## src/rtl/hazard_unit.sv

```systemverilog
// Hazard detection and forwarding for the 5-stage ARM pipeline: load-use stall,
// branch/PC-write flushes, ALU operand bypass selects and saturating stall/flush counters.
module hazard_unit #(
    parameter int CNT_W = 16
) (
    input  logic             clk,
    input  logic             reset,
    input  logic [3:0]       RA1D,
    input  logic [3:0]       RA2D,
    input  logic [3:0]       WA3D,
    input  logic             RegWriteM,
    input  logic             RegWriteW,
    input  logic             MemtoRegE,
    input  logic             BranchTakenE,
    input  logic             PCSrcD,
    input  logic             PCSrcE,
    input  logic             PCSrcM,
    input  logic             PCSrcW,
    input  logic             CntClr,
    output logic [1:0]       ForwardAE,
    output logic [1:0]       ForwardBE,
    output logic             StallF,
    output logic             StallD,
    output logic             FlushD,
    output logic             FlushE,
    output logic [CNT_W-1:0] StallCnt,
    output logic [CNT_W-1:0] FlushCnt
);

    localparam logic [3:0]       PC_REG  = 4'd15;
    localparam logic [CNT_W-1:0] CNT_MAX = '1;
    localparam logic [CNT_W-1:0] CNT_ONE = CNT_W'(1);

    logic [3:0]       ra1e_q, ra1e_d;
    logic [3:0]       ra2e_q, ra2e_d;
    logic [3:0]       wa3e_q, wa3e_d;
    logic [3:0]       wa3m_q, wa3m_d;
    logic [3:0]       wa3w_q, wa3w_d;
    logic [CNT_W-1:0] stall_cnt_q, stall_cnt_d;
    logic [CNT_W-1:0] flush_cnt_q, flush_cnt_d;
    logic             ldr_stall;
    logic             pc_wr_pending;

    // Newest producer (M) wins over W; R15 reads the PC and is never bypassed.
    function automatic logic [1:0] fwd_sel(
        input logic [3:0] ra,
        input logic [3:0] wa_m,
        input logic       wr_m,
        input logic [3:0] wa_w,
        input logic       wr_w
    );
        logic [1:0] sel;
        sel = 2'b00;
        if (ra != PC_REG) begin
            if (wr_m && (ra == wa_m))      sel = 2'b10;
            else if (wr_w && (ra == wa_w)) sel = 2'b01;
        end
        return sel;
    endfunction

    always_comb begin
        ldr_stall     = MemtoRegE && ((RA1D == wa3e_q) || (RA2D == wa3e_q));
        pc_wr_pending = PCSrcD | PCSrcE | PCSrcM;
        StallD        = ldr_stall;
        StallF        = ldr_stall | pc_wr_pending;
        FlushE        = ldr_stall | BranchTakenE;
        FlushD        = pc_wr_pending | PCSrcW | BranchTakenE;
        ForwardAE     = fwd_sel(ra1e_q, wa3m_q, RegWriteM, wa3w_q, RegWriteW);
        ForwardBE     = fwd_sel(ra2e_q, wa3m_q, RegWriteM, wa3w_q, RegWriteW);
        StallCnt      = stall_cnt_q;
        FlushCnt      = flush_cnt_q;
    end

    // The flushed bubble carries WA3E=0 with MemtoRegE low, so a load-use stall lasts one cycle.
    always_comb begin
        ra1e_d = FlushE ? 4'd0 : RA1D;
        ra2e_d = FlushE ? 4'd0 : RA2D;
        wa3e_d = FlushE ? 4'd0 : WA3D;
        wa3m_d = wa3e_q;
        wa3w_d = wa3m_q;

        stall_cnt_d = stall_cnt_q;
        if (CntClr)
            stall_cnt_d = '0;
        else if (StallD && (stall_cnt_q != CNT_MAX))
            stall_cnt_d = stall_cnt_q + CNT_ONE;

        flush_cnt_d = flush_cnt_q;
        if (CntClr)
            flush_cnt_d = '0;
        else if (FlushE && (flush_cnt_q != CNT_MAX))
            flush_cnt_d = flush_cnt_q + CNT_ONE;
    end

    always_ff @(posedge clk or negedge reset) begin
        if (!reset) begin
            ra1e_q      <= '0;
            ra2e_q      <= '0;
            wa3e_q      <= '0;
            wa3m_q      <= '0;
            wa3w_q      <= '0;
            stall_cnt_q <= '0;
            flush_cnt_q <= '0;
        end else begin
            ra1e_q      <= ra1e_d;
            ra2e_q      <= ra2e_d;
            wa3e_q      <= wa3e_d;
            wa3m_q      <= wa3m_d;
            wa3w_q      <= wa3w_d;
            stall_cnt_q <= stall_cnt_d;
            flush_cnt_q <= flush_cnt_d;
        end
    end

endmodule

```

## config.mk

```make
export PLATFORM = sky130hd
export DESIGN_NAME = hazard_unit
export DESIGN_NICKNAME = d
export VERILOG_FILES = /design/src/rtl/hazard_unit.sv
export SDC_FILE = /design/constraint.sdc
export NUM_CORES = 1
export LEC_CHECK = 0
export ABC_AREA = 1
export ABC_CLOCK_PERIOD_IN_PS = 2400
export CORE_MARGIN = 5
export CORE_UTILIZATION = 52
export CTS_CLUSTER_SIZE = 28
export DETAILED_ROUTE_END_ITERATION = 10
export PLACE_DENSITY = 0.86
export SKIP_CTS_REPAIR_TIMING = 1
export SYNTH_ARGS = -nofsm -noshare
export SYNTH_HDL_FRONTEND = slang
export SYNTH_SLANG_ARGS = --single-unit
```

## constraint.sdc

```tcl
create_clock -name clk -period 2.4 [get_ports clk]
set_input_delay 0.6 -clock clk [delete_from_list [all_inputs] [get_ports clk]]
set_output_delay 0.6 -clock clk [all_outputs]
set_load 0.05 [all_outputs]
```

Yosys cells after proc, flatten, opt, wreduce, memory -nomap -nowiden. Cells that the tools add are included.

Output and inout bits: 40. Logic and storage cells: 48. Bits in registers: 52. Input bits: 23.

Reduce and logical (&&, ||, !) cells: 10. Multiplexer cells: 13. Bitwise operators: 6. Add/subtract/negate cells: 2. Equal/unequal tests: 10.

Operator list (number): $mux 16 (4); $add 16x1->16 const B (2); $ne 16x16->1 const B (2); $eq 4x4->1 (6); $mux 4 (3); $mux 2 (4); $ne 4x4->1 const B (2); $logic_and 1x1->1 (7); $or 1x1->1 (6); $reduce_bool 2->1 (2); $mux 1 (2); $logic_or 1x1->1 (1).

Logic depth before layout (Yosys ltp).
Depth in word-level cells: 7. Mapped depth: 12. Mapped depth without buffers: 11.

Worst setup path after synthesis. Ideal clock, no wire load.

Path type: input -> output. From: input port RegWriteM. To: output port ForwardBE[1]. Data required time: 1800 ps. Path buffers: 0. Cell stages on the path: 4. Setup slack: -474 ps. Data arrival time: 2274 ps. Path through: o21ai_0 nor2_1 nand2_1 nor4_1.

Longest elaborated chain between the ends: 3.

RTL lines: start, declared (line 11) `input logic RegWriteM,`; $logic_and 1x1->1 (line 55) `if (wr_m && (ra == wa_m)) sel = 2'b10;`; $mux 2 (line 55); $mux 2 (line 54) `if (ra != PC_REG) begin`; end, declared (line 21) `output logic [1:0] ForwardBE,`.

No other way between the ends.

Worst setup path after layout.
From: register flush_cnt_q[6], in the netlist FlushCnt[6]. To: output port FlushCnt[6].

RTL lines: start, declared (line 40) `logic [CNT_W-1:0] flush_cnt_q, flush_cnt_d;`; start signal, assigned (line 111) `flush_cnt_q <= flush_cnt_d;`; end, declared (line 27) `output logic [CNT_W-1:0] FlushCnt`.

No word-level cell between the ends.

==> impl_metrics.py <==
metrics = {
    "status": {
        "outcome": "completed",
    },
    "drt": {
        "firstDrtPassIters": 5,
        "wl_per_cell_um": 13.4,
        "drt_iter0_drc": 189,
        "antenna_left": 0,
        "totalWireLength_mm": 7.90,
        "vias": 3046,
        "drc_errors": 0,
        "vias_per_cell": 5.17,
    },
    "worst_hold_path": {
        "hold_path.class": "in2async",
    },
    "clock_network": {
        "cts_tree": "built",
        "clkLatencyLatePin_ns": 0.30,
        "cts_buffers": 5,
        "htree_levels": 2,
        "ctsRootBufferMaster": "clkbuf_8",
        "cts.sinks": 52,
        "clock_path_buffers": 2,
        "clkTransAtPathRegs_ns": 0.09,
    },
    "global_routing": {
        "grt_max_degree": 30,
        "grt_pass1_vias": 3049,
        "gr-usage-all-layers": 0.222,
        "grt_pass1_wl_mm": 13.7,
        "grt_antenna_before_repair": 0,
        "overflow": 0,
    },
    "die": {
        "core_um2": 5890,
        "ios": 63,
        "die-area_um2": 7660,
        "die_w_um": 87.5,
        "core.rowCount": 28,
        "fp.dieH_um": 87.5,
        "initial_utilization": 0.531,
    },
    "logic_synthesis": {
        "yosys-top-cells-area": "dfrtp_1 (42%), nand2_1 (15%), nor2_1 (7.2%)",
        "seq_area_frac_synth": 0.416,
        "synth_enable_flop_cells": 0,
        "synth_seq_cells": 52,
        "yosys.area.top_type": "dfrtp_1",
        "synth_fp_nets": 461,
        "synthCells": 436,
        "synth_flop_cell": "dfrtp_1",
        "synthesis.area_um2": 3130,
        "synth_warnings": 0,
        "syn_area_per_cell_um2": 7.17,
        "ys_async_sr_fraction": 1.00,
        "yosysTopAreaCellShare": 0.416,
        "synth_cell_types": 30,
    },
    "layout": {
        "final_common_cell": "nand2_1",
        "antenna_cells": 0,
        "finalNetCount": 538,
        "drive_above_1_share": 0.125,
        "layout_common_cells": "nand2_1 (122), nor2_1 (57), dfrtp_1 (52)",
        "utilization": 0.709,
        "syn2layout_area_growth_pct": 33.4,
        "fill_cells": 466,
    },
    "timing": {
        "fmax_ghz": 0.438,
        "drv_slew": 0,
        "min_period_over_period": 0.951,
        "final.min_clock_period_ns": 2.28,
        "setup_ws_ns": 0.119,
        "fin_skew_ns": 0.00799,
        "tns_ns": 0,
        "rsz0062_at_grt": "no",
        "setup_viol": 0,
        "finalHoldViolCount": 0,
        "maxSlewHeadroom": 0.655,
        "worst_pin_slew_ns": 0.516,
    },
    "worst_setup_path": {
        "arrival_ns": 1.68,
        "cpLargestDelayFamily": "buffers and inverters",
        "slowest_stage": "clkdlybuf4s50_1",
        "crit_chain": "clkdlybuf4s50_1",
        "critPathMaxFanout": 8,
        "cp.required_ns": 1.80,
        "path_class": "reg2out",
        "cp.buffers_inverters": 1,
        "cpPeakStageDelay_ns": 0.88,
        "cp-end-kind": "output pin",
        "crit_path_start_kind": "flop",
    },
    "power": {
        "power_mw": 1.93,
        "p_per_area_nw_per_um2": 462,
        "leakagePower_nw": 2.18,
        "peakVddDrop_v": 0.000294,
    },
    "placed_design": {
        "pre_cts_ws_ns": -0.216,
        "hpwl_mm": 6.01,
        "gp_congestion": 0.894,
        "portBuffers": 62,
    },
    "job": {
        "cap_viol_max_count": 0,
    },
}
Yosys cell counts (5+ instances only):
cell type / instances
xor2_1: 23
inv_1: 51
o21ai_1: 6
nand3_1: 42
nand4_1: 22
inv_2: 5
nor2_1: 60
nand2_1: 128
nor3_1: 5
buf_2: 7
dfrtp_1: 52
sequential cells by signal, indices dropped and copies added (netlist names):
signal	cells
wa3w_q	4
FlushCnt	16
ra2e_q	4
ra1e_q	4
StallCnt	16
wa3e_q	4
wa3m_q	4
path summary, 6_finish.rpt:
check                                        start                        to  slack (ns)  cells after the start
setup reg to reg           StallCnt[0]$_DFFE_PN0P_  StallCnt[10]$_DFFE_PN0P_        0.48                      9
hold / removal                               reset  FlushCnt[11]$_DFFE_PN0P_        0.21                      1
max in group asynchronous                    reset       wa3m_q[1]$_DFF_PN0_        1.57                      2
setup / recovery           FlushCnt[6]$_DFFE_PN0P_               FlushCnt[6]        0.12                      1
hold reg to reg                wa3m_q[0]$_DFF_PN0_       wa3w_q[0]$_DFF_PN0_        0.38                      0
min in group clk               wa3m_q[0]$_DFF_PN0_       wa3w_q[0]$_DFF_PN0_        0.38                      0
metal layers:
layer / up-vias / track usage / routed length, um
met1: 1415 / 0.284 / 3380
met4: 0 / 0.0753 / 156
met3: 18 / 0.0329 / 412
met2: 84 / 0.384 / 3950
met5: - / 0 / 0
li1: 1529 / - / -
through the flow:
stage	hold WS, ns	cell area [um^2]	std cells
after floorplan	0.304	3130	436
after global placement	0.363	3980	580
after detailed placement	0.364	3980	580
after CTS	0.221	4100	588
after global routing	0.235	4170	589
final	0.207	4170	589
power breakdown:
group | switching [mW] | internal, mW
clock | 0.289 | 0.309
combinational | 0.229 | 0.157
sequential | 0.0378 | 0.908
kinds of logic after synthesis:
family | share of synthesized area
AND/OR/NAND/NOR | 0.384
flip-flops | 0.416
XOR/XNOR | 0.0756
buffers and inverters | 0.0904
AO/OA/AOI/OAI | 0.0256
adder cells (fa/ha/maj) | 0.00800
cell type report:
class                      instances  area, um^2  area share
timing repair buffer              82         856       0.205
multi-input combinational        315        1600       0.382
tap                               75        93.8      0.0225
clock buffer                       5        68.8      0.0165
clock inverter                     3        42.5      0.0102
inverter                          57         214      0.0513
sequential                        52        1300       0.312
No activity file was read; power rests on OpenSTA's default activity.
==> variant (same flow settings) <==
Set the parameter `CNT_W` to 18 (it was 16).
--- a/src/rtl/hazard_unit.sv
+++ b/src/rtl/hazard_unit.sv
@@ -1,7 +1,7 @@
 // Hazard detection and forwarding for the 5-stage ARM pipeline: load-use stall,
 // branch/PC-write flushes, ALU operand bypass selects and saturating stall/flush counters.
 module hazard_unit #(
-    parameter int CNT_W = 16
+    parameter int CNT_W = 18
 ) (
     input  logic             clk,
     input  logic             reset,
Interface: changed (resized FlushCnt and StallCnt); port bits go from 63 to 67. The function was not compared with the original's and may differ.
==> variant against the unedited design <==
- wire length up 10%
- power is 3.2% lower
- non-clock buffer count grew 6
- sequential cell count rose by 4
- count of clock-buffer cells in the layout up 3
- area after synthesis rose by 6.8%
- via count rose by 7.8%
- first-iteration DRC count increased by 3.2%
- worst setup slack better by 0.0088 ns
- sequential share of layout area rose by 0.83 points
- combinational power shrank 14%
- final area up 4.9%
- sequential power increased by 5.5%
==> variant: results (changes against the unedited design) <==
[layout]
n_antenna_cell=0  ; unchanged
drive_above_1_share_pct=10.5  ; -1.9 points
num-fill-cells=511  ; +9.7%
nNetsFinal=565  ; +5.0%

[sta]
period_needed_ns=2.27  ; -0.00881 ns
skew_ns=0.00452  ; -0.00347 ns
max-slew-margin-rel_pct=52.1  ; -13 points

[setup_path]
startpoint=StallCnt[8]$_DFFE_PN0P_
r2r_cells=10  ; +1
slowest_delay_ns=0.86  ; -0.02 ns
timing.critical_path.to=StallCnt[8]
rrSetupSlack_ns=0.26  ; -0.22 ns
worstPathMaxFanout=6  ; -2
rr_startpoint=FlushCnt[0]$_DFFE_PN0P_

[power]
p_leak_nw=2.24  ; +3.1%
ir_worst_vdd_mv=0.306  ; +3.9%
p_int_mw=1.34  ; -2.2%

[global_route]
use_met2_pct=36.3  ; -2.1 points
globalRouteMet3Util_pct=4.17  ; +0.88 points
grtUsageMet1_pct=27.6  ; -0.74 points
grt_pass1_wl_mm=14.9  ; +9.0%
grt_usage_pct=21.7  ; -0.54 points

[hold_path]
hp-class=register to register

[status]
status=finished clean

[synthesis]
yosysSeqAreaShare_pct=42.0  ; +0.36 points
syn-num-nets=484  ; +5.0%
synth_common_cells=123 x nand2_1, 59 x inv_1, 56 x dfrtp_1, 56 x nor2_1, 50 x nand3_1
synth_area_leaders=dfrtp_1 42%, nand2_1 14%, nand3_1 7.5%, inv_1 6.6%, nor2_1 6.3%
synthDistinctLibCells=32  ; +6.7%

[placement]
dp_slack_ns=-0.184  ; +0.0319 ns
place_inst=609  ; +5.0%
hpwl_mm=6.37  ; +6.0%

[detailed_routing]
first_pass_iters=6  ; +1
drt_iter0_drc=195  ; +3.2%
drt-vias-per-instance=5.31  ; +2.8%
wl_met3_um=358  ; -13%
wl_met1_mm=3.80  ; +12%
wl_met2_mm=4.35  ; +10%
drt-total-wl_mm=8.72  ; +10%

variant: cell count changes in the layout (fill, tap and decap cells not counted), moves of 3 or more:
| cell | unedited run | this run |
|---|---|---|
| nand3_1 | 42 | 50 |
| nor2_1 | 57 | 54 |
| inv_1 | 48 | 57 |
| clkdlybuf4s50_1 | 44 | 47 |
| dfrtp_1 | 52 | 56 |
| o21ai_1 | 6 | 3 |
| inv_2 | 8 | 2 |
| nand4_1 | 22 | 26 |
| o21ai_0 | 2 | 12 |
variant: logic make-up after synthesis:
kind of cell | count (synthesis) | share of synthesized area [%]
buffers and inverters | 73 | 9.18
xor gates and xnor gates | 26 | 6.82
AOI/OAI and AO/OA | 28 | 4.76
and+or+nand+nor | 274 | 36.5
adders and majority gates | 2 | 0.750
DFF | 56 | 42.0
variant: per-stage QoR:
| stage | util, % | hold WS [ns] | instance area (µm²) |
|---|---|---|---|
| 4_1_cts | 68.5 | 0.385 | 4330 |
| 5_1_grt | 69.3 | 0.401 | 4380 |
| 3_5_place_dp | 67.1 | 0.364 | 4240 |
| 3_3_place_gp | 67.1 | 0.359 | 4240 |
| 6_report | 69.3 | 0.385 | 4380 |
| 2_1_floorplan | - | 0.304 | 3340 |
variant: power groups by stage:
stage / logic, mW / registers (mW) / clock network [mW]
floorplan: 0.158 / 1.03 / 0
global placement: 0.322 / 1.01 / 0
detailed placement: 0.327 / 1.02 / 0
CTS: 0.328 / 0.997 / 0.548
global route: 0.366 / 1.00 / 0.584
finish: 0.333 / 0.997 / 0.538
variant: layout make-up:
type	count	area share, %
tap	77	2.20
multi-input combinational	330	37.7
inverter	59	5.06
clock buffer	8	2.06
sequential	56	32.0
timing repair buffer	88	21.0
